File: config.mk
export PLATFORM = sky130hd
export DESIGN_NAME = mano_control_unit
export DESIGN_NICKNAME = d
export VERILOG_FILES = /design/src/rtl/mano_ctrl_pkg.sv /design/src/rtl/mano_seq_counter.sv /design/src/rtl/mano_control_unit.sv
export SDC_FILE = /design/constraint.sdc
export NUM_CORES = 1
export LEC_CHECK = 0
export CAP_MARGIN = 20
export CORE_MARGIN = 3
export CORE_UTILIZATION = 45
export DETAILED_ROUTE_END_ITERATION = 8
export PLACE_DENSITY = 0.85
export SYNTH_ARGS = -nofsm -noshare
export SYNTH_HDL_FRONTEND = slang
export SYNTH_SLANG_ARGS = --single-unit
File: constraint.sdc
create_clock -name clk -period 7.6 [get_ports clk]
set_clock_uncertainty 0.1 [all_clocks]
set_input_delay 2.28 -clock clk [delete_from_list [all_inputs] [get_ports clk]]
set_output_delay 2.28 -clock clk [all_outputs]
set_load 0.05 [all_outputs]
File: src/rtl/mano_ctrl_pkg.sv
// Shared encodings for the Mano basic-computer control unit: T-states, bus
// sources, ALU/E operations, opcodes and the control-word payload.
package mano_ctrl_pkg;

    localparam int unsigned WORD_W = 16;
    localparam int unsigned SC_W   = 3;
    localparam int unsigned OPC_W  = 3;
    localparam int unsigned RR_W   = 12;

    typedef enum logic [SC_W-1:0] {
        T0, T1, T2, T3, T4, T5, T6, T7
    } t_state_e;

    typedef enum logic [2:0] {
        BUS_NONE, BUS_AR, BUS_PC, BUS_DR, BUS_AC, BUS_IR, BUS_TR, BUS_MEM
    } bus_sel_e;

    typedef enum logic [3:0] {
        ALU_NOP, ALU_AND, ALU_ADD, ALU_LDDR, ALU_CLR, ALU_CMA, ALU_SHR, ALU_SHL
    } alu_op_e;

    typedef enum logic [1:0] {
        E_HOLD, E_CLR, E_CMP, E_LOAD
    } e_op_e;

    localparam logic [OPC_W-1:0] OP_AND = 3'd0;
    localparam logic [OPC_W-1:0] OP_ADD = 3'd1;
    localparam logic [OPC_W-1:0] OP_LDA = 3'd2;
    localparam logic [OPC_W-1:0] OP_STA = 3'd3;
    localparam logic [OPC_W-1:0] OP_BUN = 3'd4;
    localparam logic [OPC_W-1:0] OP_BSA = 3'd5;
    localparam logic [OPC_W-1:0] OP_ISZ = 3'd6;
    localparam logic [OPC_W-1:0] OP_REG = 3'd7;

    typedef struct packed {
        logic     ar_ld;
        logic     ar_inc;
        logic     pc_ld;
        logic     pc_inc;
        logic     dr_ld;
        logic     dr_inc;
        logic     ac_ld;
        logic     ac_inc;
        logic     ir_ld;
        logic     tr_ld;
        logic     mem_wr;
        bus_sel_e bus;
        alu_op_e  alu;
        e_op_e    eop;
    } ctrl_s;

    typedef struct packed {
        logic       hit;
        logic [3:0] idx;
    } rr_sel_s;

    // Highest-numbered set bit of the register-reference field wins.
    function automatic rr_sel_s rr_highest(input logic [RR_W-1:0] bits);
        rr_highest = '0;
        for (int i = 0; i < int'(RR_W); i++) begin
            if (bits[i]) begin
                rr_highest.hit = 1'b1;
                rr_highest.idx = 4'(i);
            end
        end
    endfunction

endpackage

File: src/rtl/mano_seq_counter.sv
// Sequence counter (T-state) and S run flag for the Mano control unit.
module mano_seq_counter
    import mano_ctrl_pkg::*;
(
    input  logic            clk,
    input  logic            rst,
    input  logic            clr,
    input  logic            inc,
    input  logic            halt,
    output logic [SC_W-1:0] sc,
    output logic            run
);

    t_state_e state_q, state_d;
    logic     run_q, run_d;

    always_ff @(posedge clk) begin
        if (rst) begin
            state_q <= T0;
            run_q   <= 1'b1;
        end else begin
            state_q <= state_d;
            run_q   <= run_d;
        end
    end

    // Halted machine parks at T0; T7 is never a legal state and falls back to T0.
    always_comb begin
        state_d = state_q;
        run_d   = run_q;
        if (halt) begin
            run_d = 1'b0;
        end
        if (!run_q || clr || state_q == T7) begin
            state_d = T0;
        end else if (inc) begin
            state_d = t_state_e'(state_q + 3'd1);
        end
    end

    assign sc  = state_q;
    assign run = run_q;

endmodule

File: src/rtl/mano_control_unit.sv
// Hardwired control unit for the Mano basic computer: decodes IR and T-state
// into datapath strobes, bus select, ALU/E operations and memory write.
module mano_control_unit
    import mano_ctrl_pkg::*;
#(
    parameter int unsigned ADDR_W = 12
) (
    input  logic              clk,
    input  logic              rst,
    input  logic [WORD_W-1:0] ir,
    input  logic              ac_zero,
    input  logic              ac_neg,
    input  logic              e_flag,
    input  logic              dr_zero,
    output logic              ar_ld,
    output logic              ar_inc,
    output logic              pc_ld,
    output logic              pc_inc,
    output logic              dr_ld,
    output logic              dr_inc,
    output logic              ac_ld,
    output logic              ac_inc,
    output logic              ir_ld,
    output logic              tr_ld,
    output logic [2:0]        bus_sel,
    output logic [3:0]        alu_op,
    output logic [1:0]        e_op,
    output logic              mem_wr,
    output logic [SC_W-1:0]   sc,
    output logic              run
);

    localparam int unsigned OPC_LSB = ADDR_W;
    localparam int unsigned I_BIT   = ADDR_W + OPC_W;

    logic [OPC_W-1:0] opcode;
    logic             i_q;
    logic             sc_clr, sc_inc, halt;
    rr_sel_s          rr;
    ctrl_s            ctl, ctl_g;

    assign opcode = ir[OPC_LSB +: OPC_W];
    assign rr     = rr_highest(ir[RR_W-1:0]);

    mano_seq_counter u_seq (
        .clk  (clk),
        .rst  (rst),
        .clr  (sc_clr),
        .inc  (sc_inc),
        .halt (halt),
        .sc   (sc),
        .run  (run)
    );

    // Indirect bit captured at decode so T3 does not depend on IR timing.
    always_ff @(posedge clk) begin
        if (rst) begin
            i_q <= 1'b0;
        end else if (run && t_state_e'(sc) == T2) begin
            i_q <= ir[I_BIT];
        end
    end

    always_comb begin
        ctl    = '0;
        sc_clr = 1'b0;
        sc_inc = 1'b0;
        halt   = 1'b0;
        case (t_state_e'(sc))
            T0: begin
                ctl.bus   = BUS_PC;
                ctl.ar_ld = 1'b1;
                sc_inc    = 1'b1;
            end
            T1: begin
                ctl.bus    = BUS_MEM;
                ctl.ir_ld  = 1'b1;
                ctl.pc_inc = 1'b1;
                sc_inc     = 1'b1;
            end
            T2: begin
                ctl.bus   = BUS_IR;
                ctl.ar_ld = 1'b1;
                sc_inc    = 1'b1;
            end
            T3: begin
                if (opcode == OP_REG) begin
                    sc_clr = 1'b1;
                    if (!i_q && rr.hit) begin
                        case (rr.idx)
                            4'd11: begin ctl.ac_ld = 1'b1; ctl.alu = ALU_CLR; end
                            4'd10: ctl.eop = E_CLR;
                            4'd9:  begin ctl.ac_ld = 1'b1; ctl.alu = ALU_CMA; end
                            4'd8:  ctl.eop = E_CMP;
                            4'd7:  begin ctl.ac_ld = 1'b1; ctl.alu = ALU_SHR; ctl.eop = E_LOAD; end
                            4'd6:  begin ctl.ac_ld = 1'b1; ctl.alu = ALU_SHL; ctl.eop = E_LOAD; end
                            4'd5:  ctl.ac_inc = 1'b1;
                            4'd4:  ctl.pc_inc = !ac_neg;
                            4'd3:  ctl.pc_inc = ac_neg;
                            4'd2:  ctl.pc_inc = ac_zero;
                            4'd1:  ctl.pc_inc = !e_flag;
                            4'd0:  halt = 1'b1;
                            default: ;
                        endcase
                    end
                end else begin
                    if (i_q) begin
                        ctl.bus   = BUS_MEM;
                        ctl.ar_ld = 1'b1;
                    end
                    sc_inc = 1'b1;
                end
            end
            T4: begin
                case (opcode)
                    OP_AND, OP_ADD, OP_LDA, OP_ISZ: begin
                        ctl.bus   = BUS_MEM;
                        ctl.dr_ld = 1'b1;
                        sc_inc    = 1'b1;
                    end
                    OP_STA: begin
                        ctl.bus    = BUS_AC;
                        ctl.mem_wr = 1'b1;
                        sc_clr     = 1'b1;
                    end
                    OP_BUN: begin
                        ctl.bus   = BUS_AR;
                        ctl.pc_ld = 1'b1;
                        sc_clr    = 1'b1;
                    end
                    OP_BSA: begin
                        ctl.bus    = BUS_PC;
                        ctl.mem_wr = 1'b1;
                        ctl.ar_inc = 1'b1;
                        sc_inc     = 1'b1;
                    end
                    default: sc_clr = 1'b1;
                endcase
            end
            T5: begin
                sc_clr = 1'b1;
                case (opcode)
                    OP_AND: begin ctl.ac_ld = 1'b1; ctl.alu = ALU_AND; end
                    OP_ADD: begin ctl.ac_ld = 1'b1; ctl.alu = ALU_ADD; ctl.eop = E_LOAD; end
                    OP_LDA: begin ctl.ac_ld = 1'b1; ctl.alu = ALU_LDDR; end
                    OP_BSA: begin ctl.bus = BUS_AR; ctl.pc_ld = 1'b1; end
                    OP_ISZ: begin ctl.dr_inc = 1'b1; sc_clr = 1'b0; sc_inc = 1'b1; end
                    default: ;
                endcase
            end
            T6: begin
                sc_clr = 1'b1;
                if (opcode == OP_ISZ) begin
                    ctl.bus    = BUS_DR;
                    ctl.mem_wr = 1'b1;
                    ctl.pc_inc = dr_zero;
                end
            end
            default: sc_clr = 1'b1;
        endcase
    end

    // Reset and the halted state silence every strobe.
    always_comb begin
        ctl_g = '0;
        if (run && !rst) begin
            ctl_g = ctl;
        end
    end

    assign ar_ld   = ctl_g.ar_ld;
    assign ar_inc  = ctl_g.ar_inc;
    assign pc_ld   = ctl_g.pc_ld;
    assign pc_inc  = ctl_g.pc_inc;
    assign dr_ld   = ctl_g.dr_ld;
    assign dr_inc  = ctl_g.dr_inc;
    assign ac_ld   = ctl_g.ac_ld;
    assign ac_inc  = ctl_g.ac_inc;
    assign ir_ld   = ctl_g.ir_ld;
    assign tr_ld   = ctl_g.tr_ld;
    assign mem_wr  = ctl_g.mem_wr;
    assign bus_sel = ctl_g.bus;
    assign alu_op  = ctl_g.alu;
    assign e_op    = ctl_g.eop;

endmodule

== Word level (Yosys, flattened, before mapping) ==
Index checks and enable logic that the tools add are counted.

* Multiplexer cells: 63
* Equality and inequality tests: 25
* Add/subtract/negate cells: 1
* Reductions and logical operators: 22

{| class="wikitable"
|+ Operators by type and width
! cell !! count
|-
| two-way mux 5 bit || 12
|-
| two-way mux 1 bit || 28
|-
| == test 3 bit (second input constant) || 8
|-
| one-hot mux 3 bit (4 select lines) || 2
|-
| one-hot mux 3 bit (7 select lines) || 1
|-
| two-way mux 20 bit || 1
|-
| == test 4 x 3 -> 1 bit (second input constant) || 4
|-
| == test 4 bit (second input constant) || 4
|-
| == test 3 x 2 -> 1 bit (second input constant) || 4
|-
| two-way mux 6 bit || 2
|-
| one-hot mux 1 bit (4 select lines) || 3
|-
| one-hot mux 2 bit (3 select lines) || 2
|-
| one-hot mux 6 bit (2 select lines) || 1
|-
| == test 4 x 2 -> 1 bit (second input constant) || 2
|-
| one-hot mux 1 bit (2 select lines) || 4
|-
| OR reduction 2 bit || 4
|-
| OR reduction 4 bit || 2
|-
| == test 3 x 1 -> 1 bit (second input constant) || 2
|-
| zero test 3 bit || 2
|-
| two-way mux 2 bit || 3
|-
| two-way mux 3 bit || 2
|-
| OR reduction 3 bit || 2
|-
| zero test 1 bit || 5
|-
| OR reduction 5 bit || 1
|-
| other kinds (7) || 10
|}

* Bits of input ports: 22
* Word-level logic and storage cells: 114
* Register bits after elaboration: 5
* Output and inout bits: 24

== Logic depth before layout (Yosys ltp) ==
* Depth after elaboration: 19
* Mapped depth: 8
* Depth with buffers taken out: 7

== By module ==
A second synthesis with hierarchy kept.

* Cell total of the unflattened synthesis: 146
* Area total of the unflattened synthesis: 942.2 um^2

{| class="wikitable"
|+ Modules (own cells, without submodules)
! module !! cells an instance !! seq. area each (um^2) !! times used !! area an instance (um^2)
|-
| mano_control_unit || 131 || 20.0 || 1 || 772.0
|-
| mano_seq_counter || 15 || 80.1 || 1 || 170.2
|}

== Worst setup path after synthesis ==
Ideal clock, no wire load.

* Path type: input-to-output
* From: input port ir[12]
* To: output port mem_wr
* Path buffers: 1
* Slack: 809 ps
* Cell stages on the path: 5
* Arrival: 4,411 ps
* Required time: 5,220 ps
* Path through: clkbuf_1 -> and3b_1 -> and3_1 -> a21oi_1 -> nor4_1

* Word-level cells in the longest chain between the ends: 5

{| class="wikitable"
|+ RTL lines
! item !! RTL line !! RTL
|-
| start, declared || mano_control_unit.sv:10 || <nowiki>input logic [WORD_W-1:0] ir,</nowiki>
|-
| == test 3 bit or == test 3 x 2 -> 1 bit (tied branches) || mano_control_unit.sv:115 || <nowiki>case (opcode)</nowiki>
|-
| OR reduction 2 bit (no line) || -- ||
|-
| two-way mux 1 bit || mano_control_unit.sv:115 ||
|-
| one-hot mux 1 bit (2 select lines) * || mano_control_unit.sv:69 || <nowiki>case (t_state_e'(sc))</nowiki>
|-
| two-way mux 20 bit * || mano_control_unit.sv:166 || <nowiki>if (run && !rst) begin</nowiki>
|-
| end, declared || mano_control_unit.sv:28 || <nowiki>output logic mem_wr,</nowiki>
|}

Mark *: on every way between the ends. The rest lies on a longest branch, timed or not.

== Final worst setup path ==
* From: input port ir[8]
* To: output port e_op[0]

* Word-level cells in the longest chain between the ends: 11

{| class="wikitable"
|+ RTL lines
! item !! RTL line !! RTL
|-
| two-way mux 5 bit * (4 in series) || mano_ctrl_pkg.sv:61 || <nowiki>if (bits[i]) begin</nowiki>
|-
| == test 4 x 3 -> 1 bit || mano_control_unit.sv:90 || <nowiki>case (rr.idx)</nowiki>
|-
| OR reduction 2 bit (no line) || -- ||
|-
| one-hot mux 2 bit (3 select lines) || mano_control_unit.sv:90 ||
|-
| two-way mux 6 bit * || mano_control_unit.sv:89 || <nowiki>if (!i_q && rr.hit) begin</nowiki>
|-
| two-way mux 6 bit * || mano_control_unit.sv:87 || <nowiki>if (opcode == OP_REG) begin</nowiki>
|-
| one-hot mux 6 bit (2 select lines) * || mano_control_unit.sv:69 ||
|-
| two-way mux 20 bit * || mano_control_unit.sv:166 ||
|-
| end, declared || mano_control_unit.sv:27 || <nowiki>output logic [1:0] e_op,</nowiki>
|}

Marked as above.

==> flow_metrics.env <==
export IMPL_yosysSeqAreaShare_pct=9.69
export IMPL_startpoint_type="input port"
export IMPL_dp_hpwl_um=2600
export IMPL_die_w_um=53.9
export IMPL_synth_mux_area_share_pct=4.96
export IMPL_yosysUniqueCellTypes=54
export IMPL_num_antenna_cells=0
export IMPL_grt_pass1_vias=1167
export IMPL_dpl_cell_count=215
export IMPL_maxCapViolations=0
export IMPL_syn_area_per_cell_um2=6.89
export IMPL_wire_per_inst_um=14.4
export IMPL_clockBufferDepth=2
export IMPL_setup_tns_ps=0
export IMPL_max_slew_margin_pct=65.1
export IMPL_endpoint_kind="output pin"
export IMPL_drt_iter0_markers=36
export IMPL_clk_pin_slew_ps=40
export IMPL_worst_slew_pin_slew_ps=517
export IMPL_globalRouteOverflowTotal=0
export IMPL_die_area_um2=2910
export IMPL_grt_max_degree=16
export IMPL_synth_top_family_by_area="simple AND/OR/NAND/NOR gates"
export IMPL_postCtsResizedCells=0
export IMPL_met1_usage_pct=32.6
export IMPL_antenna_found_initial=0
export IMPL_rsz0062_at_grt="false"
export IMPL_initial_core_util_pct=50.1
export IMPL_ir_drop_mv=0.211
export IMPL_core_area_um2=2060
export IMPL_power_density_nw_per_um2=192
export IMPL_numCtsBuffers=3
export IMPL_fmaxAchievable_mhz=139
export IMPL_final_max_slew_viol_count=0
export IMPL_multiInputGateArea_um2=863
export IMPL_synth_top_flop_cell="dfxtp_1"
export IMPL_syn_to_final_growth_pct=45.2
export IMPL_ant_nets=0
export IMPL_rows=16
export IMPL_p_leak_nw=0.562
export IMPL_io_pins=46
export IMPL_crit_type="in2out"
export IMPL_holdBufCountCts=0
export IMPL_use_met3_pct=2.49
export IMPL_die_h_um=53.9
export IMPL_critPathRequiredTime_ps=5220
export IMPL_yosys_area_share_adder_pct=7.26
export IMPL_cp_arrival_ps=4810
export IMPL_period_needed_ps=7190
export IMPL_gr_max_usage_layer="met2"
export IMPL_grt_use_total_pct=23.8
export IMPL_hold_violations=0
export IMPL_post_cts_buffers=0
export IMPL_total_power_mw=0.289
export IMPL_ys_seq_elements=5
export IMPL_drc=0
export IMPL_layout_cells_non_filler=219
export IMPL_wl_um=3150
export IMPL_min_path_cells=1
export IMPL_finalCritPeriodShare_pct=94.6
export IMPL_synth_cells=150
export IMPL_status="finished, final reports clean"
export IMPL_fillers=192
export IMPL_use_met2_pct=38.9
export IMPL_setup_viol=0
export IMPL_synth_simple_area_share_pct=36.9
export IMPL_vias=1260
export IMPL_htreeDepth=1
export IMPL_cts_sinks=5
export IMPL_synthXorXnorAreaFrac_pct=1.69
export IMPL_dr_pass1_iters=4
export IMPL_register_area_um2=100
export IMPL_cts_tree="yes"
export IMPL_utilization_pct=72.8
export IMPL_via_per_inst=5.75
export IMPL_hp_class="reg2reg"
export IMPL_nets=221
export IMPL_layout_drive_gt1_share_pct=8.33
export IMPL_synth_edf_count=0
export IMPL_holdWs_ps=439
export IMPL_synthesis_area_um2=1030
export IMPL_async_flop_share_pct=0
export IMPL_insertion_delay_ps=240
export IMPL_root_buffer="clkbuf_4"
export IMPL_r2r_cells=7
export IMPL_synth_compound_area_share_pct=32.0
export IMPL_place_congestion=0.946
export IMPL_ys_warn_count=0
export IMPL_grt_first_pass_wirelength_um=5180
export IMPL_io_buffers=43
export IMPL_cp_max_fo=7
==> routing by layer <==
metal  share of wire (%)  vias to the layer above
met3                 6.0                        0
met1                  45                      583
met4                   0                        0
li1                    -                      633
met5                   0                        -
met2                  49                       44
==> state kept, by name, indices dropped and copies added, names as in the netlist <==
| name | cells |
|---|---|
| u_seq.sc | 3 |
| u_seq.run | 1 |
| i_q | 1 |
==> critical path, stage by stage <==
cell and delay (ps):
clkdlybuf4s50_1 520, or2_4 330, nor4_4 280, nor2_2 100, o31ai_1 320, o21a_1 180
clkdlybuf4s50_1 800
==> final timing paths <==
check,end,slack (ps),startpoint
worst min-delay path,u_seq.run,440,u_seq.run
worst max-delay path,e_op[0],410,ir[8]
worst min register to register,u_seq.run,440,u_seq.run
worst max register to register,u_seq.run,5340,u_seq.sc[2]
==> metrics by stage <==
stage | cell area (um^2) | setup WS [ps]
finish | 1500 | 410
global route | 1500 | 248
CTS | 1500 | 409
detailed placement | 1470 | 425
global placement | 1470 | 493
floorplan | 1040 | 809
==> layout make-up <==
cell class	count	share of cell area (%)
Multi-Input combinational cell	129	57.5
Inverter	9	2.25
Sequential cell	5	6.67
Timing Repair Buffer	45	29.5
Tap cell	27	2.25
Clock buffer	4	1.75
==> placed cells by master, fill, tap and decap left out, drive strengths merged, types with 5 or more instances in the layout <==
cell           count
clkdlybuf4s50     42
nor2              18
a21oi             11
nand2             10
inv                9
nor3               9
nand3              9
ha                 6
o21ai              6
dfxtp              5
==> where the power goes <==
part	total (mW)	switching, mW	internal (mW)
registers	0.0441	0.0112	0.0330
clock network	0.0297	0.00991	0.0198
logic	0.215	0.136	0.0786
total	0.289	0.157	0.131
==> cell families (layout without fill, tap and decap cells) <==
family                   count (synthesis)  count (layout)
AND/OR/NAND/NOR                         68              68
AO/OA/AOI/OAI                           46              46
buffers and inverters                   17              58
adder cells (fa/ha/maj)                  6               6
multiplexers                             5               5
flip-flops                               5               5
XOR/XNOR                                 2               2
other                                    1               2
==> cell usage after synthesis (2+ instances only) <==
master | instances | area, um^2
nor2_1 | 17 | 63.8
a21oi_1 | 11 | 55.1
nand2_1 | 10 | 37.5
inv_1 | 9 | 33.8
nand3_1 | 9 | 45.0
nor3_1 | 9 | 45.0
ha_1 | 6 | 75.1
dfxtp_1 | 5 | 100
clkbuf_1 | 4 | 15.0
mux2i_1 | 4 | 40.0
nand2b_1 | 4 | 25.0
o21a_1 | 4 | 30.0
o21ai_0 | 4 | 20.0
o211ai_1 | 3 | 22.5
a21o_1 | 2 | 15.0
and3_1 | 2 | 12.5
buf_2 | 2 | 10.0
buf_4 | 2 | 15.0
nor4_1 | 2 | 12.5
nor4_4 | 2 | 42.5
o21ai_1 | 2 | 10.0
o21bai_1 | 2 | 15.0
o22ai_1 | 2 | 12.5
o31a_1 | 2 | 17.5
xnor2_1 | 2 | 17.5
No activity file was read; power rests on OpenSTA's default activity.
